File: config.mk
export PLATFORM = sky130hd
export DESIGN_NAME = hs_expect_monitor
export DESIGN_NICKNAME = d
export VERILOG_FILES = /design/src/rtl/hs_expect_pkg.sv /design/src/rtl/hs_expect_chan.sv /design/src/rtl/hs_expect_monitor.sv
export SDC_FILE = /design/constraint.sdc
export NUM_CORES = 1
export LEC_CHECK = 0
export CORE_MARGIN = 3
export CORE_UTILIZATION = 35
export DETAILED_ROUTE_END_ITERATION = 6
export GPL_ROUTABILITY_DRIVEN = 0
export SLEW_MARGIN = 20
export SYNTH_ARGS = -nofsm -noshare
export SYNTH_HDL_FRONTEND = slang
export SYNTH_SLANG_ARGS = --single-unit
File: constraint.sdc
create_clock -name clk -period 5.6 [get_ports clk]
set_clock_uncertainty 0.2 [all_clocks]
set_input_delay 1.68 -clock clk [delete_from_list [all_inputs] [get_ports clk]]
set_output_delay 1.68 -clock clk [all_outputs]
set_load 0.005 [all_outputs]
File: src/rtl/hs_expect_pkg.sv
// Shared types for the handshake expect monitor: the property mode, the
// per-channel attempt state, and the sizing helper for the delay counter.
package hs_expect_pkg;

  typedef enum logic [1:0] {
    RANGE = 2'd0,
    SEQ   = 2'd1,
    IMPL  = 2'd2,
    RSVD  = 2'd3
  } mode_e;

  typedef enum logic [1:0] {
    IDLE      = 2'd0,
    FIRST     = 2'd1,
    WAIT_ACK  = 2'd2,
    WAIT_DONE = 2'd3
  } state_e;

  function automatic int dly_cnt_width(input int max_dly);
    return $clog2(max_dly + 1);
  endfunction

endpackage

File: src/rtl/hs_expect_chan.sv
// One monitor channel: a single armed evaluation attempt of the selected
// req/ack/done property, ending in a registered one-cycle verdict.
module hs_expect_chan
  import hs_expect_pkg::*;
#(
  parameter int MIN_DLY = 1,
  parameter int MAX_DLY = 5
) (
  input  logic       clk,
  input  logic       rst_n,
  input  logic       arm,
  input  logic [1:0] mode,
  input  logic       req,
  input  logic       ack,
  input  logic       done,
  output logic       busy,
  output logic       pass,
  output logic       fail,
  output logic       vacuous,
  output logic       arm_err
);

  localparam int DW = dly_cnt_width(MAX_DLY);
  localparam logic [DW-1:0] MIN_C = DW'(MIN_DLY);
  localparam logic [DW-1:0] MAX_C = DW'(MAX_DLY);

  state_e        state, state_nxt;
  mode_e         mode_q, mode_nxt;
  logic [DW-1:0] cnt, cnt_nxt, cnt_inc;
  logic          hit;
  logic          pass_nxt, fail_nxt, vac_nxt, err_nxt;

  // The counter value after this edge is the delay being judged, so the
  // window compare uses the incremented count.
  assign cnt_inc = cnt + DW'(1);
  assign hit     = (mode_q == IMPL) ? (ack && !done) : ack;

  always_comb begin
    state_nxt = state;
    mode_nxt  = mode_q;
    cnt_nxt   = cnt;
    pass_nxt  = 1'b0;
    fail_nxt  = 1'b0;
    vac_nxt   = 1'b0;
    err_nxt   = 1'b0;
    case (state)
      IDLE: begin
        if (arm) begin
          if (mode_e'(mode) == RSVD) begin
            err_nxt = 1'b1;
          end else begin
            mode_nxt  = mode_e'(mode);
            state_nxt = FIRST;
          end
        end
      end
      FIRST: begin
        if (!req) begin
          if (mode_q == IMPL) begin
            pass_nxt = 1'b1;
            vac_nxt  = 1'b1;
          end else begin
            fail_nxt = 1'b1;
          end
          state_nxt = IDLE;
        end else begin
          cnt_nxt   = '0;
          state_nxt = WAIT_ACK;
        end
      end
      WAIT_ACK: begin
        cnt_nxt = cnt_inc;
        if (mode_q == SEQ) begin
          if (ack) begin
            state_nxt = WAIT_DONE;
          end else begin
            fail_nxt  = 1'b1;
            state_nxt = IDLE;
          end
        end else if (hit && (cnt_inc >= MIN_C)) begin
          pass_nxt  = 1'b1;
          state_nxt = IDLE;
        end else if (cnt_inc == MAX_C) begin
          fail_nxt  = 1'b1;
          state_nxt = IDLE;
        end
      end
      WAIT_DONE: begin
        pass_nxt  = done;
        fail_nxt  = !done;
        state_nxt = IDLE;
      end
      default: state_nxt = IDLE;
    endcase
    // A re-arm while an attempt runs is flagged but never alters the attempt.
    if (arm && (state != IDLE)) begin
      err_nxt = 1'b1;
    end
  end

  // busy lags the state by one edge so it stays high through the verdict cycle.
  always_ff @(posedge clk or negedge rst_n) begin
    if (!rst_n) begin
      state   <= IDLE;
      mode_q  <= RANGE;
      cnt     <= '0;
      busy    <= 1'b0;
      pass    <= 1'b0;
      fail    <= 1'b0;
      vacuous <= 1'b0;
      arm_err <= 1'b0;
    end else begin
      state   <= state_nxt;
      mode_q  <= mode_nxt;
      cnt     <= cnt_nxt;
      busy    <= (state != IDLE);
      pass    <= pass_nxt;
      fail    <= fail_nxt;
      vacuous <= vac_nxt;
      arm_err <= err_nxt;
    end
  end

endmodule

File: src/rtl/hs_expect_monitor.sv
// Multi-channel handshake expect monitor: NCH independent channels plus
// saturating aggregate pass/fail totals for a status block.
module hs_expect_monitor
  import hs_expect_pkg::*;
#(
  parameter int NCH     = 4,
  parameter int MIN_DLY = 1,
  parameter int MAX_DLY = 5,
  parameter int CNT_W   = 16
) (
  input  logic             clk,
  input  logic             rst_n,
  input  logic [NCH-1:0]   arm,
  input  logic [2*NCH-1:0] mode,
  input  logic [NCH-1:0]   req,
  input  logic [NCH-1:0]   ack,
  input  logic [NCH-1:0]   done,
  input  logic             clr_cnt,
  output logic [NCH-1:0]   busy,
  output logic [NCH-1:0]   pass,
  output logic [NCH-1:0]   fail,
  output logic [NCH-1:0]   vacuous,
  output logic [NCH-1:0]   arm_err,
  output logic [CNT_W-1:0] pass_total,
  output logic [CNT_W-1:0] fail_total
);

  localparam int PW = $clog2(NCH + 1);
  localparam int SW = CNT_W + PW;

  if (NCH < 1 || NCH > 32 || MIN_DLY < 1 || MIN_DLY > MAX_DLY || MAX_DLY > 255) begin : g_bad_params
    $error("hs_expect_monitor: illegal NCH/MIN_DLY/MAX_DLY");
  end

  for (genvar i = 0; i < NCH; i++) begin : g_chan
    hs_expect_chan #(
      .MIN_DLY(MIN_DLY),
      .MAX_DLY(MAX_DLY)
    ) u_chan (
      .clk     (clk),
      .rst_n   (rst_n),
      .arm     (arm[i]),
      .mode    (mode[2*i +: 2]),
      .req     (req[i]),
      .ack     (ack[i]),
      .done    (done[i]),
      .busy    (busy[i]),
      .pass    (pass[i]),
      .fail    (fail[i]),
      .vacuous (vacuous[i]),
      .arm_err (arm_err[i])
    );
  end

  function automatic logic [PW-1:0] popcnt(input logic [NCH-1:0] v);
    logic [PW-1:0] n;
    n = '0;
    for (int k = 0; k < NCH; k++) begin
      n = n + PW'(v[k]);
    end
    return n;
  endfunction

  function automatic logic [CNT_W-1:0] sat_add(input logic [CNT_W-1:0] total,
                                               input logic [PW-1:0]    inc);
    logic [SW-1:0] sum;
    sum = SW'(total) + SW'(inc);
    return (sum > SW'({CNT_W{1'b1}})) ? {CNT_W{1'b1}} : sum[CNT_W-1:0];
  endfunction

  // Totals consume the registered verdict pulses; a clear drops them.
  always_ff @(posedge clk or negedge rst_n) begin
    if (!rst_n) begin
      pass_total <= '0;
      fail_total <= '0;
    end else if (clr_cnt) begin
      pass_total <= '0;
      fail_total <= '0;
    end else begin
      pass_total <= sat_add(pass_total, popcnt(pass));
      fail_total <= sat_add(fail_total, popcnt(fail));
    end
  end

endmodule

; ---- After elaboration in Yosys (flattened, before gate mapping)
; Index checks and enable logic that the tools add are counted.
; W data, S select, Z words.
[word_totals]
regBits = 80
word_cells = 256
n_memories = 0
latchBits = 0
output_inout_bits = 52
mem_bits_rw = 0
rom_bits = 0
inputBits = 27
[classes]
bitwise = 4
mux = 116
eq_ne = 44
reduce_logical = 40
div_mod_pow = 0
order_cmp = 6
shift = 0
n_addsub = 12
multipliers = 0
[ops]
columns = cell, n
row1 = $mux W1, 64
row2 = $mux W16, 4
row3 = $mux W2, 28
row4 = $add A16 B3 Y17, 2
row5 = $gt A17 B16 Y1 const B, 2
row6 = $eq A2 B2 Y1 const B, 16
row7 = $pmux W2 S4, 4
row8 = $ne A2 B2 Y1 const B, 12
row9 = $pmux W1 S3, 8
row10 = $pmux W3 S2, 4
row11 = $reduce_and A3 Y1, 8
row12 = $eq A2 B1 Y1 const B, 8
row13 = $ne A4 B1 Y1 const B, 4
row14 = $reduce_bool A2 Y1, 8
row15 = $add A3 B1 Y3 const B, 4
row16 = $eq A3 B3 Y1 const B, 4
row17 = $ge A3 B1 Y1 const B, 4
row18 = $logic_and A1 B1 Y1, 12
row19 = $mux W3, 4
row20 = $logic_not A2 Y1, 4
row21 = $reduce_and A2 Y1, 4
row22 = $add A2 B1 Y3, 2
row23 = $add A3 B1 Y3, 2
row24 = $add A1 B1 Y2, 2
row25 = other kinds (2), 8

; ---- Depth between registers and ports, before layout
[depth]
depth_word = 7
depth_mapped = 8
depth_no_buf = 7

; ---- Cells and area by module
; A second synthesis with hierarchy kept.
[hier_totals]
hier_cells = 439
hier_area_um2 = 4483.0
[modules_own_cells]
columns = module, area_per_inst_um2, cells_each, instances, seq_area_each_um2
row1 = hs_expect_chan, 671.9, 67, 4, 300.3
row2 = hs_expect_monitor, 1795.5, 171, 1, 800.8

; ---- Least setup slack after synthesis
; OpenSTA, ideal clock, no wires.
[synth_timing]
path_type = flip-flop to flip-flop
startpoint = register pass_total[0]
endpoint = register pass_total[10]
path_stages_with_launch = 9
synth_period_minus_slack_ps = 2805
arrival_time_ps = 2468
path_slack_ps = 2795
setup_time_ps = 137
path_buffers = 1
required_ps = 5263
path_cell_list = dfrtp_1 > fa_1 > fa_1 > fa_1 > nand4_1 > nor2_1 > nand3_1 > clkbuf_1 > a21oi_1
[synth_between]
elab_chain_cells = 4
[synth_rtl]
columns = element, line_no
row1 = from (decl), hs_expect_monitor.sv:24  ; output logic [CNT_W-1:0] pass_total,
row2 = from (signal assigned), hs_expect_monitor.sv:80  ; pass_total <= sat_add(pass_total, popcnt(pass));
row3 = $add A16 B3 Y17 *, hs_expect_monitor.sv:67  ; sum = SW'(total) + SW'(inc);
row4 = $gt A17 B16 Y1, hs_expect_monitor.sv:68  ; return (sum > SW'({CNT_W{1'b1}})) ? {CNT_W{1'b1}} : sum[CNT_W-1:0];
row5 = $mux W16 *, hs_expect_monitor.sv:68
row6 = $mux W16 *, hs_expect_monitor.sv:76  ; end else if (clr_cnt) begin
; Mark *: on every way between the ends. The rest lies on a longest branch, timed or not.
; A chain may end at the register's enable or synchronous reset.

; ---- Worst setup path in the final report
[layout_timing]
startpoint = register pass_total[2]
endpoint = output port pass_total[2]
; No word-level cell between the ends.

==> results.py <==
metrics = {
    "sta": {
        "rsz0062_at_grt": "false",
        "fin_crit_sh_pct": 59.64,
        "fin_crit_ns": 3.340,
        "hold_slack_ns": 0.3368,
        "max_slew_margin_pct": 51.23,
        "hold_viol_final": 0,
        "final.setup.tns_ns": 0,
        "setup_viol": 0,
        "fmax_mhz": 299.4,
        "drv_slew": 0,
        "worst_slew_pin_slew_ns": 0.7316,
    },
    "placement": {
        "portBuffers": 78,
        "dp_hpwl_um": 7276,
    },
    "pwr": {
        "vdd_drop_max_v": 0.0001698,
        "powerDensity_mw_per_mm2": 400.9,
        "p_leak_nw": 2.365,
        "finalPower_mw": 2.228,
    },
    "cts": {
        "clk_latency_ns": 0.34,
        "cts.sinks": 80,
        "hold_buffers": 0,
        "cts-htree-levels": 3,
        "postCtsSetupBuffers": 0,
        "clk_pin_slew_ns": 0.06,
        "cts_tree": "built",
        "clock_path_buffers": 2,
        "post_cts_resized": 0,
        "numCtsBuffers": 9,
        "root_buffer": "clkbuf_16",
    },
    "route": {
        "first_pass_iters": 5,
        "totalWireLength_um": 10030,
        "first_iter_violations": 189,
        "vias_per_cell": 5.232,
        "wl_met3_um": 424,
        "vias": 3568,
        "wl_met2_um": 4676,
        "wl_per_cell_um": 14.71,
        "top_layer_used": "met4",
        "antenna_left": 0,
        "drc": 0,
        "wl_met1_um": 4773,
    },
    "logic_synthesis": {
        "synth-edff-count": 0,
        "synth_seq_area_share_pct": 45.12,
        "synth_top_flop_cell": "dfrtp_1",
        "synth_top_area_cell": "dfrtp_1",
        "syn-cell-area_sq_mm": 0.004437,
        "ys_top_cells_by_count": "dfrtp_1, a21oi_1, nor2_1",
        "yosysMostFrequentCell": "dfrtp_1",
        "synth.net_count": 495,
        "synth_top_area_share_pct": 45.12,
        "yosys-top-cells-area": "dfrtp_1, a21oi_1, buf_4",
        "ys_seq_elements": 80,
        "ys_types": 66,
        "syn_inst": 452,
        "yosysWarningCount": 0,
        "async_flop_share_pct": 100.0,
        "syn_area_per_cell_sq_um": 9.816,
    },
    "critical_path": {
        "critPathLaunchType": "register",
        "path_buf_inv": 1,
        "cp.required_ns": 3.72,
        "r2r_slack_ns": 2.58,
        "path_cells": "clkdlybuf4s50_1",
        "worstSetupPathType": "reg -> out",
        "cp_slowest_cell": "clkdlybuf4s50_1",
        "critPathTopFamily": "buffers and inverters",
        "worstReg2RegStart": "pass_total[0]$_DFF_PN0_",
        "worstPathArrival_ns": 1.46,
        "regToRegEndpoint": "pass_total[3]$_DFF_PN0_",
        "ff2ff_path_depth": 7,
        "worstPathMaxFanout": 12,
        "critPathCaptureType": "output port",
        "max_stage_delay_ns": 0.58,
    },
    "die": {
        "start_util_pct": 36.33,
        "rows": 40,
        "die_width_um": 118.6,
        "boundaryPins": 79,
        "die_area_sq_mm": 0.01406,
        "die_h_um": 118.6,
        "core_area_sq_mm": 0.01221,
    },
    "cells_and_area": {
        "n_antenna_cell": 0,
        "drive_gt1_share_pct": 6.226,
        "nets": 552,
        "area_growth_syn_to_layout_pct": 25.27,
    },
    "grt": {
        "grt_max_degree": 81,
        "grt_pass1_vias": 3428,
        "grt_overflow_total": 0,
        "antenna_found_initial": 0,
        "grt_pass1_wl_um": 16560,
        "grt_usage_pct": 14.28,
    },
    "worst_hold_path": {
        "hold_class": "reg -> reg",
        "holdPathEnd": "g_chan[3].u_chan.mode_q[0]$_DFFE_PN0P_",
        "hp-start": "g_chan[3].u_chan.mode_q[0]$_DFFE_PN0P_",
        "hold_depth": 1,
    },
    "job": {
        "drv_cap": 0,
    },
    "run_status": {
        "status": "finished clean",
    },
}
[registers in the layout, indices dropped and copies added (netlist names)]
signal,cells
fail_total,16
pass_total,16
g_chan.u_chan.cnt,12
g_chan.u_chan.mode_q,8
g_chan.u_chan.state,8
g_chan.u_chan.arm_err,4
g_chan.u_chan.busy,4
g_chan.u_chan.fail,4
g_chan.u_chan.pass,4
g_chan.u_chan.vacuous,4
[worst max-delay path by stage]
stage,slack [ns],depth (start not counted),from,endpoint
CTS,2.25,1,pass_total[2]$_DFF_PN0_,pass_total[2]
global route,2.20,1,pass_total[2]$_DFF_PN0_,pass_total[2]
detailed placement,2.41,5,clr_cnt,pass_total[13]$_DFF_PN0_
global placement,2.46,5,clr_cnt,pass_total[13]$_DFF_PN0_
finish,2.26,1,pass_total[2]$_DFF_PN0_,pass_total[2]
floorplan,2.79,8,pass_total[0]$_DFF_PN0_,pass_total[10]$_DFF_PN0_
[layer usage]
layer / vias to the layer above / track usage [%]
li1: 1727 / -
met2: 93 / 22.49
met3: 9 / 3.206
met1: 1739 / 19.28
met5: - / 0
met4: 0 / 5.286
[stage by stage]
step                cells  setup slack [ns]  utilization (%)  instance area [sq um]
finish                682             2.260            45.51                   5558
global route          682             2.198            45.51                   5558
CTS                   682             2.252            45.48                   5554
detailed placement    666             2.411            42.85                   5233
global placement      666             2.460            42.85                   5233
floorplan             452             2.795                -                   4437
[report_power, final]
group / total [mW] / switching (mW) / internal (mW)
clock: 0.640 / 0.237 / 0.403
combinational: 0.714 / 0.359 / 0.355
sequential: 0.874 / 0.161 / 0.713
[cells by family (layout without fill, tap and decap cells)]
logic type,Yosys count,count (layout),synth area share [%]
AOI/OAI and AO/OA,120,120,17.91
xor gates and xnor gates,23,23,4.540
adders and majority gates,16,16,5.527
buffers and inverters,58,120,6.627
DFF,80,80,45.12
muxes,3,3,0.6768
and+or+nand+nor,152,152,19.60
[placed cells by master (no fill, tap or decap), types with 10 or more instances in the layout]
| cell | netlist | layout |
|---|---|---|
| a21oi_1 | 45 | 45 |
| nor2b_1 | 13 | 13 |
| o21ai_0 | 14 | 14 |
| nor2_1 | 33 | 33 |
| nand3_1 | 13 | 13 |
| dfrtp_1 | 80 | 80 |
| nand2_1 | 28 | 28 |
| inv_1 | 25 | 25 |
| nand2b_1 | 14 | 14 |
| clkdlybuf4s50_1 | 0 | 77 |
| xor2_1 | 15 | 15 |
| ha_1 | 10 | 10 |
[final cells by class]
class,instances,area (sq um)
Multi-Input combinational cell,314,2141
Sequential cell,80,2002
Clock buffer,11,242.7
Inverter,25,93.84
Fill cell,1209,6654
Clock inverter,5,78.83
Timing Repair Buffer,79,789.5
Tap cell,168,210.2
(Power assumes the default switching activity.)
